**src/rtl/rst_decoder.sv**
```systemverilog
// rst_decoder: one-hot register-select decoder for the CCSS datapath.
// Turns RST_sel/RST_en into per-register clear strobes (ROW, COL, CURR, SUM),
// their OR (rst_any), and a sticky sel_err flag for non-one-hot selects.
// Optional feature macro: RST_DECODER_REG_OUT_EN -- when defined, the strobes
// and rst_any come from flops (1-cycle latency); otherwise they are a pure
// combinational decode gated by rst_n. sel_err is registered in both builds.
module rst_decoder (
    input  logic       clk,
    input  logic       rst_n,
    input  logic [3:0] RST_sel,
    input  logic       RST_en,
    input  logic       err_clr,
    output logic       rst_ROW,
    output logic       rst_COL,
    output logic       rst_CURR,
    output logic       rst_SUM,
    output logic       rst_any,
    output logic       sel_err
);

    // Bit positions of each target inside RST_sel.
    localparam int unsigned BIT_ROW  = 0;
    localparam int unsigned BIT_COL  = 1;
    localparam int unsigned BIT_CURR = 2;
    localparam int unsigned BIT_SUM  = 3;

    logic [3:0] strobe_dec;   // raw decode, before reset gating / registering
    logic       sel_bad;      // enabled access with a select that is not one-hot
    logic [3:0] strobe_out;   // strobes as actually driven on the ports
    logic       err_q;

    // Decode the enable and select into raw strobes; every selected bit fires,
    // even when the select is malformed.
    always_comb begin
        // NOTE: every signal assigned in always_comb gets a default first so
        // no path leaves it unassigned and no latch is inferred.
        strobe_dec = '0;
        if (RST_en) begin
            strobe_dec = RST_sel;
        end
    end

    // A select is one-hot when it is non-zero and clearing its lowest set bit
    // leaves nothing behind.
    always_comb begin
        sel_bad = 1'b0;
        if (RST_en) begin
            sel_bad = (RST_sel == 4'b0000) || ((RST_sel & (RST_sel - 4'd1)) != 4'b0000);
        end
    end

    // Sticky error flag: clear has priority over a new error, otherwise hold.
    always_ff @(posedge clk or negedge rst_n) begin
        // NOTE: flops are updated with non-blocking assignments so every
        // register samples the pre-edge values regardless of block ordering.
        if (!rst_n) begin
            err_q <= 1'b0;
        end else if (err_clr) begin
            err_q <= 1'b0;
        end else if (sel_bad) begin
            err_q <= 1'b1;
        end
    end

    assign sel_err = err_q;

`ifdef RST_DECODER_REG_OUT_EN
    logic [3:0] strobe_q;
    logic       any_q;

    // Registered strobes: sampled on clk, glitch-free, cleared asynchronously.
    always_ff @(posedge clk or negedge rst_n) begin
        if (!rst_n) begin
            strobe_q <= '0;
            any_q    <= 1'b0;
        end else begin
            strobe_q <= strobe_dec;
            any_q    <= |strobe_dec;
        end
    end

    assign strobe_out = strobe_q;
    assign rst_any    = any_q;
`else
    // Combinational strobes: zero latency, forced low while reset is held.
    always_comb begin
        strobe_out = strobe_dec & {4{rst_n}};
    end

    assign rst_any = |strobe_out;
`endif

    assign rst_ROW  = strobe_out[BIT_ROW];
    assign rst_COL  = strobe_out[BIT_COL];
    assign rst_CURR = strobe_out[BIT_CURR];
    assign rst_SUM  = strobe_out[BIT_SUM];

endmodule

```
**config.mk**
```make
export PLATFORM = sky130hd
export DESIGN_NAME = rst_decoder
export DESIGN_NICKNAME = d
export VERILOG_FILES = /design/src/rtl/rst_decoder.sv
export SDC_FILE = /design/constraint.sdc
export NUM_CORES = 1
export LEC_CHECK = 0
export ABC_AREA = 1
export BUFFER_PORTS_ARGS = -buffer_cell sky130_fd_sc_hd__buf_2
export CORE_AREA = 2 2 39 41
export DETAILED_ROUTE_END_ITERATION = 6
export DIE_AREA = 0 0 41 43
export GPL_TIMING_DRIVEN = 0
export PLACE_DENSITY_LB_ADDON = 0.08
export SYNTH_ARGS = -nofsm -noshare
export SYNTH_HDL_FRONTEND = slang
export SYNTH_SLANG_ARGS = --single-unit
export TNS_END_PERCENT = 50
```
**constraint.sdc**
```tcl
create_clock -name clk -period 0.8 [get_ports clk]
set_input_delay 0.08 -clock clk [delete_from_list [all_inputs] [get_ports clk]]
set_output_delay 0.08 -clock clk [all_outputs]
set_load 0.005 [all_outputs]
```
Word-level counts from Yosys, hierarchy flattened:

Index checks and enable logic that the tools add are counted.

* flip-flop bits (word level): 1
* output and inout bits: 6
* word-level logic and storage cells: 13

* add/sub/neg operators: 1
* muxes and demuxes: 4
* bitwise operators: 2
* reductions and logical operators: 5

Operators with widths (number)
* 4-bit bitwise AND: 2
* 4-bit zero test: 1
* 4-bit 2-to-1 mux: 1
* 4-bit nonzero test: 1
* 4-bit OR reduction: 1
* 4-bit by 1-bit subtractor with 4-bit output, second input constant: 1
* 1-bit 2-to-1 mux: 3
* 2-bit nonzero test: 1
* 1-bit logical OR: 1

Longest topological paths before layout:

Gate-level depths: netlist of run 1.

* word-level depth: 7
* depth in mapped cells: 5
* mapped depth without buffers: 5

Worst setup path after synthesis of run 1:

OpenSTA, ideal clock, no wires.

* path type: reg-to-reg
* start point: register sel_err (netlist name)
* end point: register err_q, in the netlist sel_err
* setup time: 117 ps
* data arrival time: 476 ps
* data required time: 683 ps
* slack: 207 ps
* cell stages (with the launch flop): 3
* buffers on the path: 0
* path through: dfrtp_1 > inv_1 > a21oi_2

RTL lines
* end signal: assignment: RTL line 57 `err_q <= 1'b0;`
* end signal: assignment: RTL line 59 `err_q <= 1'b0;`
* end signal: assignment: RTL line 61 `err_q <= 1'b1;`
* end: declaration: RTL line 30 `logic err_q;`

Worst setup path after layout of run 1:

* start point: input RST_sel[2]
* end point: register err_q, in the netlist sel_err

* cells in the longest elaborated chain, start to end: 6
* elaborated cells on any way between the ends: 7

RTL lines
* start: declaration: RTL line 10 `input logic [3:0] RST_sel,`
* 4-bit by 1-bit subtractor with 4-bit output: RTL line 48 `sel_bad = (RST_sel == 4'b0000) || ((RST_sel & (RST_sel - 4'd1)) != 4'b0000);`
* 4-bit bitwise AND: RTL line 48
* 4-bit nonzero test: RTL line 48
* 1-bit logical OR *: RTL line 48
* 1-bit 2-to-1 mux *: RTL line 47 `if (RST_en) begin`
* 2-bit nonzero test (no line) *

Mark *: on every way between the ends. The rest lies on a longest branch, timed or not.
A chain may end at the register's enable or synchronous reset.

==> results by group, run 1 <==
Status
  • Status: finished clean

Power
  • NetSw: 0.0467 mW
  • Overall power: 0.143 mW
  • Clock power share: 0
  • Seq pwr share: 0.401
  • Switching Fraction: 0.326
  • Worst IR drop on VDD: 0.0935 mV
  • Leakage power: 0.136 nW
  • P per Cell Area: 632 nW/um^2
  • Combinational share of power: 0.599
  • Int Power: 0.0964 mW

Logic synthesis
  • Compound-Gate Fraction of Synth Area: 0.105
  • Synthesized area: 131 um^2
  • Largest family of logic cells by synthesized area: simple AND/OR/NAND/NOR gates
  • Mux contribution to synthesized area: 0
  • Synthesized flop and latch total: 1
  • Seq/Total Area, Yosys: 0.190
  • Syn Area/Cell: 5.97 um^2
  • Post-synth top area share: 0.229
  • Number of enable flip-flop cells after synthesis: 0
  • Synth Instances: 22
  • Top_reg_cell synth: dfrtp_1
  • Post-Synth XOR/XNOR Area: 0
  • Post-Syn Nets: 30
  • Largest area contributor in the synthesized netlist: nand3_2
  • Top post-synthesis cells by count: inv_1, nand2_1, nor2_1
  • Synth cell types: 8
  • Syn. warnings: 0
  • FFs w/ async S/R, synth: 1.00
  • Synth top area cells: nand3_2, dfrtp_1, inv_1
  • Post-synthesis adder-cell area fraction: 0
  • Synth Area in Simple Gates: 0.562

Layout
  • # fillers: 175
  • Storage cell area: 25.0 um^2
  • Share of cells above drive strength 1: 0.500
  • Layout Nets: 46
  • # diodes: 0
  • Cell area after layout: 226 um^2
  • Area occupied by multi-input gates: 87.6 um^2
  • Area delta synth->final: 72.4%
  • Fin cells: 52
  • Post-Route Utilization: 0.164
  • Max reg flops: 1

Global route
  • GRT Total Usage: 0.0480
  • Vias in the first global route: 156
  • Largest net degree at the start of global routing: 6
  • Grt ovf: 0
  • Initial antenna violation count: 0
  • Global-route wire length before repair: 641 um

Timing
  • Final period util: 0.877
  • Final setup TNS: 0 ps
  • Slew Limit Fails: 0
  • Final setup margin: 98.2 ps
  • Fmax: 1420 MHz
  • WHS: 235 ps
  • RSZ-0062 raised after global routing: no
  • Fin crit period: 702 ps
  • Relative slew slack: 0.881
  • Final Setup Violations: 0
  • Final Hold Violating Endpoints: 0
  • Worst Tran Pin Value: 177 ps
  • Final Skew: 0 ps

Drt
  • Final ANT Viol Nets: 0
  • DRT iter0 DRCs: 1
  • Drt pass-1 iters: 2
  • Residual DRC: 0
  • Post-DR wirelength/cell: 7.25 um
  • DR vias: 173
  • Final WL: 377 um
  • Vias per std cell: 3.33

Floorplan
  • Core box area: 1380 um^2
  • Rows: 14
  • Die Y: 43 um
  • Ports: 14
  • Full die area: 1760 um^2
  • Initial core utilization: 0.0949
  • Die X: 41 um

Job
  • Max-Cap Viols: 0

Clocking
  • Worst-path clk slew: 0 ps
  • Later-pin clock latency in the skew report: 0 ps
  • Postcts setup bufs: 0

Placement
  • Post-Place Cells: 51
  • Final GP Congestion: 0.653
  • I/O Buffers: 13
  • Post-DP Area: 216 um^2
  • Post-DP HPWL: 351 um
  • Pre-CTS setup slack: 84.0 ps

Setup path
  • Crit Path Class: in -> reg
  • Critical path peak fanout: 3
  • Critical Path AT: 580 ps
  • Req. time, crit path: 680 ps
  • Crit. End Element: register
  • Startpoint class of the critical path: input port

Hold path
  • HP Class: in -> reg
==> critical path, cell delays in order <==
cell	delay (ps)
buf_2	110
nor2_1	170
nand3_2	100
nand3_2	70
a21oi_2	50
==> final cells by class <==
type / instances / share of cell area
Inverter: 5 / 0.0829
Multi-Input combinational cell: 16 / 0.387
Tap cell: 16 / 0.0884
Timing Repair Buffer: 14 / 0.331
Sequential cell: 1 / 0.110
==> power groups by stage <==
stage                     clock, mW  combinational (mW)  sequential [mW]
after floorplan                   0              0.0393           0.0581
after detailed placement          0              0.0838           0.0576
final                             0              0.0856           0.0574
after CTS                         0              0.0879           0.0577
after global routing              0              0.0987           0.0579
after global placement            0              0.0823           0.0573
==> per-layer routing <==
metal / vias to the layer above / global-route usage / routed length (um)
li1: 94 / - / -
met1: 71 / 0.0764 / 153
met2: 8 / 0.0719 / 179
met3: 0 / 0.00524 / 44
met4: 0 / 0 / 0
met5: - / 0 / 0
==> worst paths after layout <==
kind | startpoint | to | slack (ps) | depth (start not counted)
worst min-delay path | err_clr | sel_err$_DFFE_PN0P_ | 230 | 2
worst min register to register | sel_err$_DFFE_PN0P_ | sel_err$_DFFE_PN0P_ | 510 | 2
worst max-delay path | RST_sel[2] | sel_err$_DFFE_PN0P_ | 100 | 5
max in group asynchronous | rst_n | sel_err$_DFFE_PN0P_ | 300 | 2
worst max register to register | sel_err$_DFFE_PN0P_ | sel_err$_DFFE_PN0P_ | 210 | 2
min in group asynchronous | rst_n | sel_err$_DFFE_PN0P_ | 400 | 2
==> cells in the final DEF, fill, tap and decap left out <==
master / n
nand2_1: 5
a21oi_1: 1
nor2_2: 1
dfrtp_1: 1
dlygate4sd3_1: 1
inv_1: 5
a21oi_2: 1
buf_2: 13
nor2_1: 5
nand3_2: 3
==> repair_timing <==
action                    4_1_cts  5_1_grt
hold buffers                    1        0
hold endpoints to repair        1        0
gates resized for setup         0        0
==> logic make-up (layout without fill, tap and decap cells) <==
logic type	Yosys count	in the layout
and+or+nand+nor	14	14
buffers and inverters	5	19
AOI/OAI and AO/OA	2	2
DFF	1	1
No activity file was read; power rests on OpenSTA's default activity.
==> run 2, diff against run 1 <==
--- a/config.mk
+++ b/config.mk
@@ -11,7 +11,7 @@
 export DETAILED_ROUTE_END_ITERATION = 6
 export DIE_AREA = 0 0 41 43
 export GPL_TIMING_DRIVEN = 0
-export PLACE_DENSITY_LB_ADDON = 0.08
+export PLACE_DENSITY = 0.39
 export SYNTH_ARGS = -nofsm -noshare
 export SYNTH_HDL_FRONTEND = slang
 export SYNTH_SLANG_ARGS = --single-unit
==> run 2 against run 1 <==
  * Global-route usage decreased by 0.40 points
  * Final cell count is the same
  * Utilization unchanged
  * Clock skew stayed put
  * Flip-flop and latch count unchanged
  * Register-to-register slack is essentially flat
  * Design area stayed put
  * Critical path type unchanged
  * Critical endpoint unchanged
  * Highest routed layer unchanged
==> results by group, run 2 (synthesis results as in run 1) <==
Status
  • Status: finished clean

Drt
  • DRT iter0 DRCs: 3 (+2)
  • Post-DR wirelength/cell: 6.79 um (-6.4%)
  • Vias per std cell: 3.13 (-5.8%)
  • Residual DRC: 0 (unchanged)
  • Final WL: 353 um (-6.4%)
  • Final ANT Viol Nets: 0 (unchanged)
  • DR vias: 163 (-5.8%)
  • Drt pass-1 iters: 4 (+2)

Placement
  • I/O Buffers: 13 (unchanged)
  • Post-DP HPWL: 326 um (-7.0%)
  • Final GP Congestion: 0.576 (-12%)

Layout
  • Post-Route Utilization: 0.164 (unchanged)
  • Max reg flops: 1 (unchanged)
  • Area delta synth->final: 72.4% (unchanged)
  • Most frequent cells in the layout: buf_2, inv_1, nand2_1, nor2_1, nand3_2
  • Share of cells above drive strength 1: 0.500 (unchanged)
  • Layout Nets: 46 (unchanged)
  • # diodes: 0 (unchanged)
  • Commonest non-fill, non-tap cell in the layout: buf_2

Setup path
  • Crit Path Class: in -> reg
  • Critical path peak fanout: 3 (unchanged)
  • Crit. End Element: register
  • Critical Path AT: 580 ps (about the same)
  • Startpoint class of the critical path: input port
  • Register-to-register setup slack: 220 ps (about the same)
  • R2R Path End: sel_err$_DFFE_PN0P_
  • Worst r2r path cells: 2 (unchanged)
  • Req. time, crit path: 680 ps (about the same)
  • Reg2reg start: sel_err$_DFFE_PN0P_

Timing
  • Slew Limit Fails: 0 (unchanged)
  • Fmax: 1440 MHz (+0.86%)
  • Relative slew slack: 0.885 (+0.00330)
  • Worst Tran Pin Value: 172 ps (-4.71 ps)
  • WHS: 240 ps (+5.38 ps)
  • Final period util: 0.870 (-0.00751)
  • Final Setup Violations: 0 (unchanged)
  • Final Skew: 0 ps (unchanged)
  • Final setup TNS: 0 ps (unchanged)
  • Final Hold Violating Endpoints: 0 (unchanged)
  • Fin crit period: 696 ps (-6.01 ps)
  • RSZ-0062 raised after global routing: no

Clocking
  • Worst-path clk slew: 0 ps (unchanged)
  • Later-pin clock latency in the skew report: 0 ps (unchanged)
  • Post-CTS sizing: 0 (unchanged)

Power
  • Clock power share: 0 (unchanged)
  • Worst IR drop on VDD: 0.165 mV (+77%)
  • Switching Fraction: 0.326 (-0.000665)
  • NetSw: 0.0465 mW (-0.26%)
  • Seq pwr share: 0.400 (about the same)
  • Overall power: 0.143 mW (about the same)
  • P per Cell Area: 631 nW/um^2 (about the same)
  • Int Power: 0.0964 mW (about the same)
  • Leakage power: 0.136 nW (unchanged)
  • Combinational share of power: 0.600 (about the same)

Floorplan
  • Die X: 41 um (unchanged)
  • Rows: 14 (unchanged)
  • Ports: 14 (unchanged)
  • Initial core utilization: 0.0949 (unchanged)
  • Die Y: 43 um (unchanged)
  • Core box area: 1380 um^2 (unchanged)
  • Full die area: 1760 um^2 (unchanged)

Global route
  • Initial antenna violation count: 0 (unchanged)
  • Grt ovf: 0 (unchanged)
  • Gr busiest metal: met1
  • Met2 Use GR: 0.0625 (-0.00937)
  • Largest net degree at the start of global routing: 6 (unchanged)
  • Vias in the first global route: 141 (-9.6%)
  • Global Route met1 Usage: 0.0767 (+0.000244)
  • GR Layer Usage met3: 0 (-0.00524)
  • Global-route wire length before repair: 593 um (-7.5%)
  • GRT Total Usage: 0.0441 (-0.00396)

Hold path
  • Min-delay src: err_clr
  • WHS Endpoint: sel_err$_DFFE_PN0P_
  • Hold depth: 2 (unchanged)
  • HP Class: in -> reg

Job
  • Max-Cap Viols: 0 (unchanged)
==> run 2: per-layer routing <==
layer / wire length [um] / vias up
met2: 160 / 6
met3: 27 / 0
met5: 0 / -
met1: 165 / 63
met4: 0 / 0
li1: - / 94
==> run 2: cell type report <==
class                           count  area (um^2)
Tap cell                           16         20.0
Inverter                            5         18.8
Sequential cell                     1         25.0
Multi-Input combinational cell     16         87.6
Timing Repair Buffer               14         75.1
Fill cell                         162         1160
==> run 2: what timing repair did <==
item / CTS / global route
setup endpoints to repair: 0 / 0
hold buffers: 1 / 0
buffers inserted: 0 / 0
endpoints found under the hold margin: 1 / 0
==> run 2: worst max-delay path by stage <==
stage                     slack (ps)           startpoint             endpoint
after floorplan                  210  sel_err$_DFFE_PN0P_  sel_err$_DFFE_PN0P_
after global placement           100           RST_sel[2]  sel_err$_DFFE_PN0P_
after detailed placement         100           RST_sel[2]  sel_err$_DFFE_PN0P_
after CTS                        100           RST_sel[2]  sel_err$_DFFE_PN0P_
after global routing              50           RST_sel[2]  sel_err$_DFFE_PN0P_
final                            100           RST_sel[2]  sel_err$_DFFE_PN0P_
==> run 2: worst max-delay path: stages <==
cell and delay [ps]:
buf_2 110, nor2_1 160, nand3_2 110, nand3_2 70
a21oi_2 50
==> run 2: metrics by stage <==
step / cell area (um^2) / std cells / setup WS, ps
floorplan: 131 / 22 / 207
global placement: 216 / 51 / 96.1
detailed placement: 216 / 51 / 99.9
CTS: 226 / 52 / 97.6
global route: 226 / 52 / 46.0
finish: 226 / 52 / 104
==> run 2: power groups by stage <==
| stage | logic (mW) | clock network, mW | registers, mW |
|---|---|---|---|
| floorplan | 0.0393 | 0 | 0.0581 |
| global route | 0.0979 | 0 | 0.0580 |
| global placement | 0.0835 | 0 | 0.0572 |
| detailed placement | 0.0841 | 0 | 0.0572 |
| CTS | 0.0881 | 0 | 0.0572 |
| finish | 0.0859 | 0 | 0.0571 |
